### src/rtl/adder_sched.sv
// Shared-adder scheduler: round-robin arbitration of NREQ requesters onto one
// ripple-carry adder, with two-beat wide adds that lock the adder to one owner.

module thirtytwo_bit_adder (
    input  logic [31:0] a,
    input  logic [31:0] b,
    input  logic        cin,
    output logic [31:0] sum,
    output logic        cout
);
    logic c;

    always_comb begin
        // NOTE: every variable written in always_comb gets a default first, so no path can infer a latch.
        c   = cin;
        sum = '0;
        for (int i = 0; i < 32; i++) begin
            sum[i] = a[i] ^ b[i] ^ c;
            c      = (a[i] & b[i]) | (c & (a[i] ^ b[i]));
        end
        cout = c;
    end
endmodule

module adder_sched #(
    parameter int NREQ = 3,
    parameter int W    = 32
) (
    input  logic              clk,
    input  logic              rst,
    input  logic [NREQ-1:0]   req_valid,
    output logic [NREQ-1:0]   req_ready,
    input  logic [NREQ*W-1:0] req_a,
    input  logic [NREQ*W-1:0] req_b,
    input  logic [NREQ-1:0]   req_cin,
    input  logic [NREQ-1:0]   req_wide,
    output logic              rsp_valid,
    input  logic              rsp_ready,
    output logic [1:0]        rsp_id,
    output logic [W-1:0]      rsp_sum,
    output logic              rsp_cout,
    output logic              rsp_last
);
    localparam int IW = 2;
    localparam logic [0:0] ST_ARB  = 1'b0;
    localparam logic [0:0] ST_LOCK = 1'b1;

    logic [0:0]   state_q, state_d;
    logic [IW-1:0] ptr_q, ptr_d;
    logic [IW-1:0] owner_q, owner_d;
    logic         carry_q, carry_d;
    logic         rsp_valid_q, rsp_valid_d;
    logic [IW-1:0] rsp_id_q, rsp_id_d;
    logic [W-1:0] rsp_sum_q, rsp_sum_d;
    logic         rsp_cout_q, rsp_cout_d;
    logic         rsp_last_q, rsp_last_d;

    logic          slot_free;
    logic          grant_any;
    logic [IW-1:0] grant_idx;
    logic [IW-1:0] idx;
    logic          accept;
    logic [W-1:0]  a_mux, b_mux;
    logic          cin_mux;
    logic [W-1:0]  add_sum;
    logic          add_cout;

    assign slot_free = !rsp_valid_q || rsp_ready;

    // Grant depends only on control state and valids, never on operands.
    always_comb begin
        grant_any = 1'b0;
        grant_idx = '0;
        idx       = '0;
        if (state_q == ST_LOCK) begin
            grant_idx = owner_q;
            grant_any = req_valid[owner_q];
        end else begin
            for (int k = 1; k <= NREQ; k++) begin
                idx = IW'((int'(ptr_q) + k) % NREQ);
                if (!grant_any && req_valid[idx]) begin
                    grant_any = 1'b1;
                    grant_idx = idx;
                end
            end
        end
    end

    assign accept = grant_any && slot_free && !rst;

    always_comb begin
        req_ready = '0;
        if (accept) req_ready[grant_idx] = 1'b1;
    end

    always_comb begin
        a_mux   = '0;
        b_mux   = '0;
        cin_mux = 1'b0;
        for (int i = 0; i < NREQ; i++) begin
            if (grant_idx == IW'(i)) begin
                a_mux   = req_a[i*W +: W];
                b_mux   = req_b[i*W +: W];
                cin_mux = req_cin[i];
            end
        end
        // The high beat of a wide add continues the low beat's carry.
        if (state_q == ST_LOCK) cin_mux = carry_q;
    end

    thirtytwo_bit_adder u_adder (
        .a    (a_mux),
        .b    (b_mux),
        .cin  (cin_mux),
        .sum  (add_sum),
        .cout (add_cout)
    );

    always_comb begin
        state_d     = state_q;
        ptr_d       = ptr_q;
        owner_d     = owner_q;
        carry_d     = carry_q;
        rsp_valid_d = rsp_valid_q;
        rsp_id_d    = rsp_id_q;
        rsp_sum_d   = rsp_sum_q;
        rsp_cout_d  = rsp_cout_q;
        rsp_last_d  = rsp_last_q;

        if (accept) begin
            rsp_valid_d = 1'b1;
            rsp_id_d    = grant_idx;
            rsp_sum_d   = add_sum;
            rsp_cout_d  = add_cout;
            rsp_last_d  = !((state_q == ST_ARB) && req_wide[grant_idx]);
            if (state_q == ST_LOCK) begin
                ptr_d   = owner_q;
                state_d = ST_ARB;
            end else if (req_wide[grant_idx]) begin
                owner_d = grant_idx;
                carry_d = add_cout;
                state_d = ST_LOCK;
            end else begin
                ptr_d = grant_idx;
            end
        end else if (rsp_ready) begin
            rsp_valid_d = 1'b0;
        end
    end

    always_ff @(posedge clk) begin
        // NOTE: sequential state uses non-blocking assignments only, so every flop samples pre-edge values.
        if (rst) begin
            state_q     <= ST_ARB;
            ptr_q       <= IW'(NREQ - 1);
            owner_q     <= '0;
            carry_q     <= 1'b0;
            rsp_valid_q <= 1'b0;
            rsp_id_q    <= '0;
            rsp_sum_q   <= '0;
            rsp_cout_q  <= 1'b0;
            rsp_last_q  <= 1'b0;
        end else begin
            state_q     <= state_d;
            ptr_q       <= ptr_d;
            owner_q     <= owner_d;
            carry_q     <= carry_d;
            rsp_valid_q <= rsp_valid_d;
            rsp_id_q    <= rsp_id_d;
            rsp_sum_q   <= rsp_sum_d;
            rsp_cout_q  <= rsp_cout_d;
            rsp_last_q  <= rsp_last_d;
        end
    end

    assign rsp_valid = rsp_valid_q;
    assign rsp_id    = rsp_id_q;
    assign rsp_sum   = rsp_sum_q;
    assign rsp_cout  = rsp_cout_q;
    assign rsp_last  = rsp_last_q;
endmodule

### config.mk
export PLATFORM = sky130hd
export DESIGN_NAME = adder_sched
export DESIGN_NICKNAME = d
export VERILOG_FILES = /design/src/rtl/adder_sched.sv
export SDC_FILE = /design/constraint.sdc
export NUM_CORES = 1
export LEC_CHECK = 0
export CORE_MARGIN = 1
export CORE_UTILIZATION = 40
export CTS_CLUSTER_DIAMETER = 150
export DETAILED_ROUTE_END_ITERATION = 12
export GPL_TIMING_DRIVEN = 0
export PLACE_DENSITY = 0.88
export RECOVER_POWER = 50
export SYNTH_ARGS = -nofsm -noshare
export SYNTH_HDL_FRONTEND = slang
export SYNTH_SLANG_ARGS = --single-unit
### constraint.sdc
create_clock -name clk -period 28 [get_ports clk]
set_input_delay 7 -clock clk [delete_from_list [all_inputs] [get_ports clk]]
set_output_delay 7 -clock clk [all_outputs]
set_load 0.01 [all_outputs]
# Word level (Yosys, flattened, before mapping)
# Index checks and enable logic that the tools add are counted.
dict set report totals {
  input_bits 204
  out_inout_bits 40
  ff_bits 43
}
dict set report op_classes {
  n_eq_ne 3
  n_div 3
  n_bitwise 161
  muxes 39
  n_lt_le_gt_ge 6
  reduce_logical 16
  addsub 3
}
# cell n
set ops {}
lappend ops {{32-bit two-way mux} 6}
lappend ops {{32-bit by 3-bit remainder unit with 32-bit output, second input constant} 3}
lappend ops {{1-bit AND} 64}
lappend ops {{1-bit bitwise XOR} 64}
lappend ops {{1-bit OR} 32}
lappend ops {{1-bit two-way mux} 20}
lappend ops {{2-bit by 3-bit less-than comparator with 1-bit output, second input constant} 5}
lappend ops {{2-bit two-way mux} 6}
lappend ops {{1-bit binary-select mux with 2-bit select} 5}
lappend ops {{2-bit by 2-bit adder with 3-bit output, second input constant} 2}
lappend ops {{1-bit logical AND} 6}
lappend ops {{1-bit zero test} 5}
lappend ops {{2-bit by 1-bit adder with 3-bit output, second input constant} 1}
lappend ops {{3-bit two-way mux} 1}
lappend ops {{3-bit AND reduction} 1}
lappend ops {{1-bit demux with 2-bit select} 1}
lappend ops {{2-bit by 1-bit == test with 1-bit output, second input constant} 1}
lappend ops {{2-bit == test, second input constant} 1}
lappend ops {{2-bit by 1-bit >= comparator with 1-bit output, second input constant} 1}
lappend ops {{2-bit zero test} 1}
lappend ops {{2-bit != test, second input constant} 1}
lappend ops {{2-bit AND reduction} 1}
lappend ops {{2-bit nonzero test} 1}
lappend ops {{1-bit logical OR} 1}
lappend ops {{1-bit inverter} 1}

# Longest topological paths before layout
dict set report logic_depth {
  depth_word 83
  ltp_mapped 48
}

# Hierarchy
# From an unflattened synthesis, not the netlist that was laid out.
dict set report unflattened {
  hier_cells 490
  area_unflattened_um2 3926.3
}
# mod area_per_inst_um2 instances cells_per_inst
set modules_own_cells {}
lappend modules_own_cells {adder_sched 3248.1 1 448}
lappend modules_own_cells {thirtytwo_bit_adder 678.2 1 42}

# Worst setup path before layout
# No wires, ideal clock.
dict set report synth_path {
  kind {input-to-reg}
  start {in req_valid[0]}
  end {reg rsp_sum_q[31], in the netlist rsp_sum[31]}
  path_slack_ps 6816
  setup_ps 128
  arrival_time_ps 21056
  stages 45
  cell_sequence {or4b_1 > o21a_1 > a21oi_1 > clkbuf_1 > clkbuf_1 > nand2_1 > a21oi_1 > a21oi_1 > fa_1 > fa_1 > fa_1 > fa_1 > fa_1 > fa_1 > fa_1 > fa_1 > fa_1 > fa_1 > (+9 left out) > fa_1 > fa_1 > fa_1 > fa_1 > fa_1 > fa_1 > fa_1 > fa_1 > fa_1 > fa_1 > fa_1 > fa_1 > fa_1 > fa_1 > inv_1 > fa_1 > mux2i_1 > nor2_1}
}
dict set report synth_via {
  elab_chain_len 80
}
# element line_no
set synth_rtl {}
lappend synth_rtl {{start: declaration} 31} ;# input logic [NREQ-1:0] req_valid,
lappend synth_rtl {{1-bit binary-select mux with 2-bit select} 81} ;# if (!grant_any && req_valid[idx]) begin
lappend synth_rtl {{1-bit two-way mux (not written as such)} 81}
lappend synth_rtl {{1-bit two-way mux} 81}
lappend synth_rtl {{1-bit two-way mux} 75} ;# if (state_q == ST_LOCK) begin
lappend synth_rtl {{1-bit zero test} 81}
lappend synth_rtl {{1-bit logical AND} 81}
lappend synth_rtl {{1-bit two-way mux} 81}
lappend synth_rtl {{1-bit two-way mux} 75}
lappend synth_rtl {{(+65 left out)} -}
lappend synth_rtl {{1-bit AND} 19} ;# c = (a[i] & b[i]) | (c & (a[i] ^ b[i]));
lappend synth_rtl {{1-bit OR} 19}
lappend synth_rtl {{1-bit AND} 19}
lappend synth_rtl {{1-bit OR} 19}
lappend synth_rtl {{1-bit AND} 19}
lappend synth_rtl {{1-bit OR} 19}
lappend synth_rtl {{1-bit bitwise XOR (*)} 18} ;# sum[i] = a[i] ^ b[i] ^ c;
lappend synth_rtl {{via add_sum[31]} 65} ;# logic [W-1:0] add_sum;
lappend synth_rtl {{end signal: assignment} 170} ;# rsp_sum_q <= rsp_sum_d;
lappend synth_rtl {{end: declaration} 54} ;# logic [W-1:0] rsp_sum_q, rsp_sum_d;
# The timed path passes the listed nets; every way through them passes the cells marked *. The select of a mux whose other input is x is not followed.
# A chain may end at the register's enable or synchronous reset.

# Worst setup path after layout
dict set report layout_path {
  start {in req_valid[1]}
  end {reg rsp_sum_q[31], in the netlist rsp_sum[31]}
}
# Same word-level chain as after synthesis.

==> flow_summary_export.csv <==
group,metric,value,unit
status,status,"finished, final reports clean",
cts,cts_buffers,5,
die,ios,244,
logic_synthesis,yosysWarnings,0,
worst_setup_path,crit_fanout,10,
cts,hold_buffers,0,
drt,wl_per_cell,17.9,um
pwr,ir_drop,0.0000843,V
worst_setup_path,arrival,23310,ps
place,gp_congestion,0.895,
logic_synthesis,synth_top_area_frac,0.229,
logic_synthesis,synth_area_leader_cell,"dfxtp_1",
cts,cts_num_sinks,43,
timing,hold_viol_final,0,
timing,fin_crit,23140,ps
global_routing,antenna_found_initial,0,
cts,insertion_delay,290,ps
worst_setup_path,endpoint_kind,"register",
pwr,p_leak,2.54,nW
drt,first_pass_iters,5,
drt,via_per_inst,5.50,
die,core,9150,sq um
global_routing,grt-ovfl-total,0,
layout,nNetsFinal,1010,
global_routing,grt_pass1_vias,4785,
timing,tns,0,ps
drt,ant_nets,0,
timing,fin_crit_sh,0.827,
die,dieArea,9790,sq um
logic_synthesis,netlist_instances,521,
timing,grt_setup_unrepaired,"false",
logic_synthesis,ys_top_cells_by_area,"dfxtp_1, fa_1, a21oi_1",
layout,fin_util,0.703,
layout,layout-drive-gt1-share,0.0169,
cts,post_cts_buffers,0,
worst_setup_path,worstSetupPathType,"in -> reg",
timing,max_slew.worst_pin.slew,760,ps
place,place_hpwl,13.2,mm
timing,fmax,43.2,MHz
worst_setup_path,r2r_slack,11230,ps
drt,vias,4852,
layout,multiInputGateArea,2700,sq um
cts,clkTransAtPathRegs,80,ps
worst_setup_path,path_common_cell,"fa_1",
worst_setup_path,crit_slowest_cell,"dlygate4sd3_1",
layout,area_delta_synth_final,71.1,%
drt,drtIter0Drc,255,
logic_synthesis,syn_area,3760,sq um
worst_setup_path,critPathMaxStageDelay,680,ps
global_routing,grt_max_degree,13,
global_routing,grtUsageTotal,0.317,
drt,wl,15.7,mm
logic_synthesis,syn_area_per_cell,7.21,sq um
layout,nFillCells,761,
place,io_buffers,243,
die,start_util,0.411,
min_path,min_path_type,"reg -> reg",
cts,clock_path_buffers,2,
place,dp_slack,4810,ps
die,fp-row-count,35,
die,die_h,98.9,um
global_routing,grt_first_pass_wirelength,23.8,mm
timing,slew_headroom,0.493,
timing,maxSlewViolCount,0,
timing,finalSetupViolations,0,
logic_synthesis,synth-seq-cells,43,
layout,ff_latch_area,861,sq um
worst_setup_path,startpoint_type,"input pin",
cts,cts_tree,"built",
layout,antenna_cells,0,
cts,cts-root-buf,"clkbuf_8",
logic_synthesis,synth-seq-area-share,0.229,
cts,cts_resized,0,
timing,layout_setup_ws,4860,ps
logic_synthesis,syn-num-nets,760,
cts,htree_levels,2,
timing,fin_skew,4.52,ps
die,die_w,98.9,um
pwr,power.density,121,nW/um^2
logic_synthesis,synth.distinct_cells,39,
worst_setup_path,required,28160,ps
run,cap_viol_max_count,0,
drt,drcViolationCount,0,
## final cells by class
cell class	instances	area share
Multi-Input combinational cell	426	0.419
Timing Repair Buffer	243	0.378
Sequential cell	43	0.134
Buffer	44	0.0267
Tap cell	111	0.0216
Clock buffer	6	0.0113
Clock inverter	1	0.00467
Inverter	8	0.00467
## path summary, 6_finish.rpt
check | start | to | depth (start not counted)
setup / recovery | req_valid[1] | rsp_sum[31] | 46
hold / removal | rsp_id[0] | rsp_id[0] | 2
setup reg to reg | ptr_q[0] | rsp_sum[31] | 48
hold reg to reg | rsp_id[0] | rsp_id[0] | 2
## flip-flops by register name (all words and copies together), names as in the netlist, 2 cells and up
register	count
owner_q	2
ptr_q	2
rsp_id	2
rsp_sum	32
## layer usage
| layer | wire [um] | share of wire | up-vias | track usage |
|---|---|---|---|---|
| met2 | 7940 | 0.50 | 236 | 0.559 |
| li1 | - | - | 2280 | - |
| met4 | 529 | 0.034 | 0 | 0.118 |
| met1 | 6040 | 0.38 | 2301 | 0.378 |
| met5 | 0 | 0 | - | 0 |
| met3 | 1230 | 0.078 | 35 | 0.0688 |
## through the flow
step / power [W] / area (sq um) / hold WS (ps) / cells
2_1_floorplan: 0.000507 / 3760 / 465 / 521
3_3_place_gp: 0.000709 / 6330 / 475 / 875
6_report: 0.000779 / 6430 / 500 / 882
3_5_place_dp: 0.000735 / 6330 / 485 / 875
5_1_grt: 0.000858 / 6430 / 520 / 882
4_1_cts: 0.000783 / 6430 / 503 / 882
## layout by cell type, fill, tap and decap left out, types with 2 or more instances in the layout
master,Yosys,layout
clkdlybuf4s50_1,0,205
nand2_1,131,131
a21oi_1,124,124
dfxtp_1,43,43
nor2_1,39,39
dlygate4sd3_1,0,38
clkbuf_1,33,35
fa_1,32,32
a211oi_1,31,31
mux2i_1,12,12
inv_1,8,8
buf_1,8,7
nand2b_1,6,6
o21ai_1,5,5
clkbuf_8,0,5
nor2b_1,4,4
o211ai_1,4,4
nand3_1,3,3
and2_1,3,3
ha_1,3,3
a22oi_1,2,2
nand3b_1,2,2
buf_2,2,2
or4b_1,2,2
o21a_1,2,2
a21o_1,2,2
nor3_1,2,2
a221o_1,2,2
o211a_1,2,2
mux2_4,2,2
## cell usage after synthesis
| cell | count |
|---|---|
| buf_2 | 2 |
| or3b_1 | 1 |
| dfxtp_1 | 43 |
| nor2b_1 | 4 |
| a21oi_1 | 124 |
| a31oi_1 | 1 |
| buf_4 | 1 |
| a221o_1 | 2 |
| nor3b_1 | 1 |
| nand2_1 | 131 |
| a22oi_1 | 2 |
| o21a_1 | 2 |
| fa_1 | 32 |
| o21ai_1 | 5 |
| o211ai_1 | 4 |
| nand3_1 | 3 |
| clkbuf_1 | 33 |
| nor3_1 | 2 |
| mux2_4 | 2 |
| nand3b_1 | 2 |
| and2_1 | 3 |
| mux2i_1 | 12 |
| o32a_1 | 1 |
| a21boi_1 | 1 |
| and2_4 | 1 |
| a311oi_1 | 1 |
| a2111oi_1 | 1 |
| a21o_1 | 2 |
| inv_1 | 8 |
| nand2b_1 | 6 |
| a22o_1 | 1 |
| o211a_1 | 2 |
| ha_1 | 3 |
| buf_1 | 8 |
| nor2_1 | 39 |
| mux2_2 | 1 |
| or4b_1 | 2 |
| o31ai_1 | 1 |
| a211oi_1 | 31 |
## power breakdown
group	leakage [nW]	internal [W]	total (W)	switching, W
sequential	0.355	0.0000840	0.0000961	0.0000121
clock	0.0513	0.0000262	0.0000480	0.0000218
combinational	2.14	0.000257	0.000635	0.000378
total	2.54	0.000367	0.000779	0.000412
## critical path: cells and delay by family
kind / cells / cell delay [ps]
muxes: 1 / 170
and+or+nand+nor: 3 / 330
AOI/OAI and AO/OA: 3 / 990
buffers and inverters: 7 / 2240
adders and majority gates: 32 / 12570
## cells by family (layout without fill, tap and decap cells)
group / Yosys count / after routing / synth area share
simple gates: 195 / 195 / 0.214
compound gates: 181 / 181 / 0.280
buf+inv: 52 / 302 / 0.0536
flops: 43 / 43 / 0.229
fa+ha+maj: 35 / 35 / 0.180
mux: 15 / 15 / 0.0429
Note: power is estimated with default switching activity, not from simulation.
